===== src/rtl/branch_target_buffer_sa.sv =====
// Set-associative branch target buffer with saturating-counter direction prediction.
// Lookup is combinational; updates and the multi-cycle flush sequencer act on the rising edge.
module branch_target_buffer_sa #(
    parameter int SETS     = 8,
    parameter int WAYS     = 2,
    parameter int CTR_BITS = 2
) (
    input  logic        CLK,
    input  logic        nRST,
    input  logic [31:0] lookup_pc,
    output logic        hit,
    output logic        pred_taken,
    output logic [31:0] pred_target,
    input  logic        upd_en,
    input  logic [31:0] upd_pc,
    input  logic        upd_taken,
    input  logic [31:0] upd_target,
    input  logic        flush,
    output logic        busy
);

    localparam int IDX_W = $clog2(SETS);
    localparam int TAG_W = 30 - IDX_W;
    localparam int WAY_W = (WAYS > 1) ? $clog2(WAYS) : 1;
    localparam logic [CTR_BITS-1:0] CTR_WEAK = CTR_BITS'(1 << (CTR_BITS - 1));

    typedef enum logic {
        ST_IDLE,
        ST_FLUSH
    } state_t;

    state_t             state_q, state_d;
    logic [IDX_W-1:0]   cnt_q, cnt_d;

    logic                valid_q  [SETS][WAYS];
    logic [TAG_W-1:0]    tag_q    [SETS][WAYS];
    logic [31:0]         target_q [SETS][WAYS];
    logic [CTR_BITS-1:0] ctr_q    [SETS][WAYS];
    logic [WAY_W-1:0]    victim_q [SETS];

    logic [IDX_W-1:0]    l_idx;
    logic [TAG_W-1:0]    l_tag;
    logic                l_hit;
    logic [WAY_W-1:0]    l_way;

    logic [IDX_W-1:0]    u_idx;
    logic [TAG_W-1:0]    u_tag;
    logic                u_hit;
    logic [WAY_W-1:0]    u_way;
    logic                u_free;
    logic [WAY_W-1:0]    free_way;
    logic [WAY_W-1:0]    alloc_way;
    logic [CTR_BITS-1:0] ctr_cur;
    logic [CTR_BITS-1:0] ctr_inc;
    logic [CTR_BITS-1:0] ctr_dec;

    logic                unused_low_bits;

    assign unused_low_bits = ^{lookup_pc[1:0], upd_pc[1:0]};

    assign l_idx = lookup_pc[IDX_W+1:2];
    assign l_tag = lookup_pc[31:IDX_W+2];
    assign u_idx = upd_pc[IDX_W+1:2];
    assign u_tag = upd_pc[31:IDX_W+2];

    assign busy  = (state_q == ST_FLUSH);

    // Lowest matching way wins, should duplicates ever appear.
    always_comb begin
        l_hit = 1'b0;
        l_way = '0;
        for (int unsigned w = 0; w < WAYS; w++) begin
            if (!l_hit && valid_q[l_idx][WAY_W'(w)] && (tag_q[l_idx][WAY_W'(w)] == l_tag)) begin
                l_hit = 1'b1;
                l_way = WAY_W'(w);
            end
        end
    end

    assign hit         = l_hit && !busy;
    assign pred_taken  = hit && ctr_q[l_idx][l_way][CTR_BITS-1];
    assign pred_target = pred_taken ? target_q[l_idx][l_way] : lookup_pc + 32'd4;

    always_comb begin
        u_hit    = 1'b0;
        u_way    = '0;
        u_free   = 1'b0;
        free_way = '0;
        for (int unsigned w = 0; w < WAYS; w++) begin
            if (!u_hit && valid_q[u_idx][WAY_W'(w)] && (tag_q[u_idx][WAY_W'(w)] == u_tag)) begin
                u_hit = 1'b1;
                u_way = WAY_W'(w);
            end
            if (!u_free && !valid_q[u_idx][WAY_W'(w)]) begin
                u_free   = 1'b1;
                free_way = WAY_W'(w);
            end
        end
    end

    assign alloc_way = u_free ? free_way : victim_q[u_idx];
    assign ctr_cur   = ctr_q[u_idx][u_way];
    assign ctr_inc   = (ctr_cur == '1) ? ctr_cur : ctr_cur + 1'b1;
    assign ctr_dec   = (ctr_cur == '0) ? ctr_cur : ctr_cur - 1'b1;

    always_ff @(posedge CLK or negedge nRST) begin
        if (!nRST) begin
            state_q <= ST_IDLE;
            cnt_q   <= '0;
        end else begin
            state_q <= state_d;
            cnt_q   <= cnt_d;
        end
    end

    always_comb begin
        state_d = state_q;
        cnt_d   = cnt_q;
        case (state_q)
            ST_IDLE: begin
                if (flush) begin
                    state_d = ST_FLUSH;
                    cnt_d   = '0;
                end
            end
            ST_FLUSH: begin
                if (cnt_q == IDX_W'(SETS - 1)) begin
                    state_d = ST_IDLE;
                end else begin
                    cnt_d = cnt_q + 1'b1;
                end
            end
            default: state_d = ST_IDLE;
        endcase
    end

    // Updates are dropped while flushing; a same-cycle update and flush in IDLE both take effect.
    always_ff @(posedge CLK or negedge nRST) begin
        if (!nRST) begin
            for (int unsigned s = 0; s < SETS; s++) begin
                victim_q[IDX_W'(s)] <= '0;
                for (int unsigned w = 0; w < WAYS; w++) begin
                    valid_q[IDX_W'(s)][WAY_W'(w)]  <= 1'b0;
                    tag_q[IDX_W'(s)][WAY_W'(w)]    <= '0;
                    target_q[IDX_W'(s)][WAY_W'(w)] <= '0;
                    ctr_q[IDX_W'(s)][WAY_W'(w)]    <= '0;
                end
            end
        end else if (state_q == ST_FLUSH) begin
            victim_q[cnt_q] <= '0;
            for (int unsigned w = 0; w < WAYS; w++) begin
                valid_q[cnt_q][WAY_W'(w)] <= 1'b0;
            end
        end else if (upd_en) begin
            if (u_hit) begin
                if (upd_taken) begin
                    ctr_q[u_idx][u_way]    <= ctr_inc;
                    target_q[u_idx][u_way] <= upd_target;
                end else begin
                    ctr_q[u_idx][u_way] <= ctr_dec;
                end
            end else if (upd_taken) begin
                valid_q[u_idx][alloc_way]  <= 1'b1;
                tag_q[u_idx][alloc_way]    <= u_tag;
                target_q[u_idx][alloc_way] <= upd_target;
                ctr_q[u_idx][alloc_way]    <= CTR_WEAK;
                if (!u_free) begin
                    victim_q[u_idx] <= (WAYS == 1) ? '0 : victim_q[u_idx] + 1'b1;
                end
            end
        end
    end

endmodule

===== config.mk =====
export PLATFORM = sky130hd
export DESIGN_NAME = branch_target_buffer_sa
export DESIGN_NICKNAME = d
export VERILOG_FILES = /design/src/rtl/branch_target_buffer_sa.sv
export SDC_FILE = /design/constraint.sdc
export NUM_CORES = 2
export LEC_CHECK = 0
export BUFFER_PORTS_ARGS = -buffer_cell sky130_fd_sc_hd__clkbuf_2
export CORE_MARGIN = 1.5
export CORE_UTILIZATION = 65
export CTS_CLUSTER_DIAMETER = 60
export DETAILED_ROUTE_END_ITERATION = 10
export GPL_TIMING_DRIVEN = 0
export PLACE_DENSITY = 0.85
export SYNTH_ARGS = -nofsm -noshare
export SYNTH_HDL_FRONTEND = slang
export SYNTH_SLANG_ARGS = --single-unit

===== constraint.sdc =====
create_clock -name CLK -period 8.5 [get_ports CLK]
set_input_delay 0.425 -clock CLK [delete_from_list [all_inputs] [get_ports CLK]]
set_output_delay 0.425 -clock CLK [all_outputs]
set_load 0.005 [all_outputs]

==> impl_metrics.env <==
export IMPL_status="finished with violations"
export IMPL_violations="capacitance limit"
export IMPL_die_y_um=284
export IMPL_hp_class="in -> reg"
export IMPL_routedWlPerCell_um=33.6
export IMPL_viasPerCell=7.10
export IMPL_antenna_found_initial=17
export IMPL_multiInputGateArea_um2=24700
export IMPL_finalCritPeriodShare=0.939
export IMPL_numCtsBuffers=107
export IMPL_ioPinCount=136
export IMPL_path_buf_inv=7
export IMPL_ant_nets=0
export IMPL_root_buffer="clkbuf_16"
export IMPL_drive_above_1_share=0.478
export IMPL_startpoint_type="primary input"
export IMPL_io_buffers=87
export IMPL_powerDensity_nw_per_um2=247
export IMPL_cts_resized=0
export IMPL_drv_slew=0
export IMPL_cp_required_ps=8080
export IMPL_synth_main_ff_cell="dfrtp_1"
export IMPL_rsz0062_at_grt="no"
export IMPL_firstDrtPassIters=6
export IMPL_cts_tree="done"
export IMPL_grt_pass1_wl_um=237000
export IMPL_p_leak_uw=0.0269
export IMPL_gp_congestion=1.06
export IMPL_cpLargestDelayFamily="buffers and inverters"
export IMPL_hpwlAfterDp_um=109000
export IMPL_grt_pass1_vias=35448
export IMPL_die_x_um=284
export IMPL_clock_sinks=1004
export IMPL_syn_area_um2=51500
export IMPL_synth_seq_cells=1004
export IMPL_criticalPathCategory="in -> out"
export IMPL_yosys_area_top_type="dfrtp_1"
export IMPL_yosysWarnings=0
export IMPL_gr_total_overflow=0
export IMPL_synthCells=3419
export IMPL_cp_slowest_stage_delay_ps=1140
export IMPL_netlist_area_leader_share=0.488
export IMPL_peakVddDrop_mv=0.204
export IMPL_slew_headroom=0.00266
export IMPL_routed_wl_um=161000
export IMPL_synthesis_nets=3523
export IMPL_grt_max_degree=117
export IMPL_area_delta_synth_final_pct=11.5
export IMPL_setup_viol=0
export IMPL_worst_pin_slew_ps=1490
export IMPL_yosysUniqueCellTypes=73
export IMPL_avgSynthCellArea_um2=15.1
export IMPL_nNetsFinal=3732
export IMPL_drt_iter0_drc=4540
export IMPL_num_vias=33917
export IMPL_dieArea_um2=80900
export IMPL_grt_util_all_layers=0.404
export IMPL_fmax_ghz=0.125
export IMPL_nFillCells=4876
export IMPL_start_util=0.654
export IMPL_drc=0
export IMPL_path_cells="clkbuf_2, buf_2, inv_2, buf_1, buf_2, mux2i_1, xnor2_1, nor4_1, nand4_1, nor4_1, nor2_1, a311oi_4, buf_6, mux2_1, clkbuf_2"
export IMPL_ys_seq_area_frac=0.488
export IMPL_yosys_top_cells_area="dfrtp_1 49%, mux2_2 21%, mux4_2 15%"
export IMPL_fp_row_count=103
export IMPL_clockBufferDepth=3
export IMPL_crit_slowest_cell="buf_1"
export IMPL_worstSetupEndpointType="output pin"
export IMPL_arrival_ps=7560
export IMPL_regArea_um2=25100
export IMPL_setup_tns_ps=0
export IMPL_clk_pin_slew_ps=60
export IMPL_insertion_delay_ps=720
export IMPL_final_hold_viol_count=0
export IMPL_final_min_clock_period_ps=7990
export IMPL_finClkSkew_ps=39.3
export IMPL_synthArstFlopShare=1.00
export IMPL_power_total_uw=14200
export IMPL_core_area_um2=78700
export IMPL_crit_path_max_fanout=10
export IMPL_synth_edf_count=0
export IMPL_drv_cap=1
export IMPL_cts_htree_levels=3
-- cells by family (layout without fill, tap and decap cells) --
group / count (synthesis) / count (layout) / synth area share
flip-flops: 1004 / 1004 / 0.488
multiplexers: 1526 / 1526 / 0.406
adder cells (fa/ha/maj): 7 / 7 / 0.00151
XOR/XNOR: 134 / 134 / 0.0228
AO/OA/AOI/OAI: 150 / 150 / 0.0226
buffers and inverters: 329 / 626 / 0.0317
AND/OR/NAND/NOR: 269 / 269 / 0.0278
other: 0 / 10 / 0
-- state kept, by name (all words and copies together) (netlist names) --
signal	flops
ctr_q	32
cnt_q	3
target_q	512
valid_q	16
victim_q	8
busy	1
tag_q	432
-- area by class of cell --
cell class	count	share of cell area
Antenna cell	10	0.000436
Clock inverter	50	0.0139
Timing Repair Buffer	100	0.0128
Tap cell	1050	0.0229
Buffer	312	0.0273
Clock buffer	147	0.0528
Sequential cell	1004	0.438
Multi-Input combinational cell	2086	0.431
Inverter	17	0.00111
-- worst register-to-register path: cells and delay by family (launching register included) --
family	cells	cell delay, ps
simple gates	5	2090
buf+inv	3	1180
xor+xnor	1	910
mux	3	740
flops	1	380
-- what timing repair did --
item / in CTS / in global routing
endpoints found under the hold margin: 80 / 0
hold buffers: 2 / 0
setup buffers: 0 / 0
-- path summary, 6_finish.rpt --
kind | start | to | slack, ps | cells past startpoint
max | lookup_pc[2] | pred_target[10] | 510 | 15
min | upd_target[12] | target_q[108] | 30 | 2
max reg2reg | tag_q[347] | tag_q[21] | 3070 | 12
min reg2reg | target_q[68] | target_q[68] | 500 | 1
max in group asynchronous | nRST | tag_q[297] | 6600 | 4
min in group asynchronous | nRST | tag_q[399] | 360 | 2
-- Yosys cell counts, types with 4 or more instances --
| cell | n |
|---|---|
| o211ai_1 | 12 |
| and3_1 | 6 |
| nand2b_1 | 9 |
| nor2_2 | 9 |
| a22o_1 | 13 |
| a221oi_1 | 11 |
| dfrtp_1 | 1004 |
| nand2_1 | 59 |
| inv_1 | 16 |
| buf_4 | 10 |
| nand3_1 | 31 |
| nor2_1 | 51 |
| buf_1 | 29 |
| xor2_1 | 21 |
| o32ai_1 | 6 |
| nor2b_1 | 9 |
| or3_1 | 4 |
| o21ai_0 | 15 |
| nor4_1 | 24 |
| mux2i_1 | 198 |
| mux4_2 | 332 |
| buf_2 | 117 |
| o31ai_1 | 12 |
| nand3b_1 | 4 |
| o22ai_1 | 9 |
| a21oi_2 | 6 |
| nand4_1 | 19 |
| nor3_1 | 10 |
| mux4_1 | 14 |
| buf_6 | 24 |
| and2_1 | 4 |
| mux2_2 | 981 |
| a21o_1 | 16 |
| clkbuf_1 | 129 |
| maj3_1 | 4 |
| a22oi_1 | 23 |
| xnor2_1 | 113 |
| or4_1 | 7 |
| a21oi_1 | 6 |
-- where the power goes --
part | internal [µW] | leakage (µW) | switching [µW]
Sequential | 5700 | 0.0137 | 634
Clock | 2970 | 0.00187 | 2080
Combinational | 1540 | 0.0113 | 1260
-- per-layer routing --
metal | wire length, µm | share of wire | track usage
met1 | 59000 | 0.37 | 0.531
met2 | 71200 | 0.44 | 0.587
met3 | 18000 | 0.11 | 0.126
met4 | 12300 | 0.076 | 0.260
met5 | 67 | 0.00042 | 0
-- cell usage in the layout, fill, tap and decap left out, drive strengths merged, types with 13 or more instances in the layout --
cell type	netlist	layout
o21ai	15	15
mux2i	198	198
mux4	346	346
clkinv	0	25
clkbuf	130	365
nor4	25	25
nand2	59	59
nor2	60	60
nand4	19	19
bufinv	0	15
a22oi	23	23
dfrtp	1004	1004
xor2	21	21
inv	17	23
xnor2	113	113
o31ai	13	13
a22o	13	13
a21o	16	16
buf	182	192
mux2	982	982
nand3	31	31
-- per-stage QoR --
step / cells / setup slack [ps] / hold slack (ps) / area [µm²] / utilization
2_1_floorplan: 3419 / 3920 / 129 / 51500 / -
3_3_place_gp: 4556 / -17090 / 472 / 53200 / 0.676
3_5_place_dp: 4566 / 1080 / 488 / 53500 / 0.680
4_1_cts: 4765 / 1040 / 13.9 / 57400 / 0.728
5_1_grt: 4770 / 754 / 30.0 / 57400 / 0.729
6_report: 4776 / 515 / 27.2 / 57400 / 0.729
Note: power is estimated with default switching activity, not from simulation.
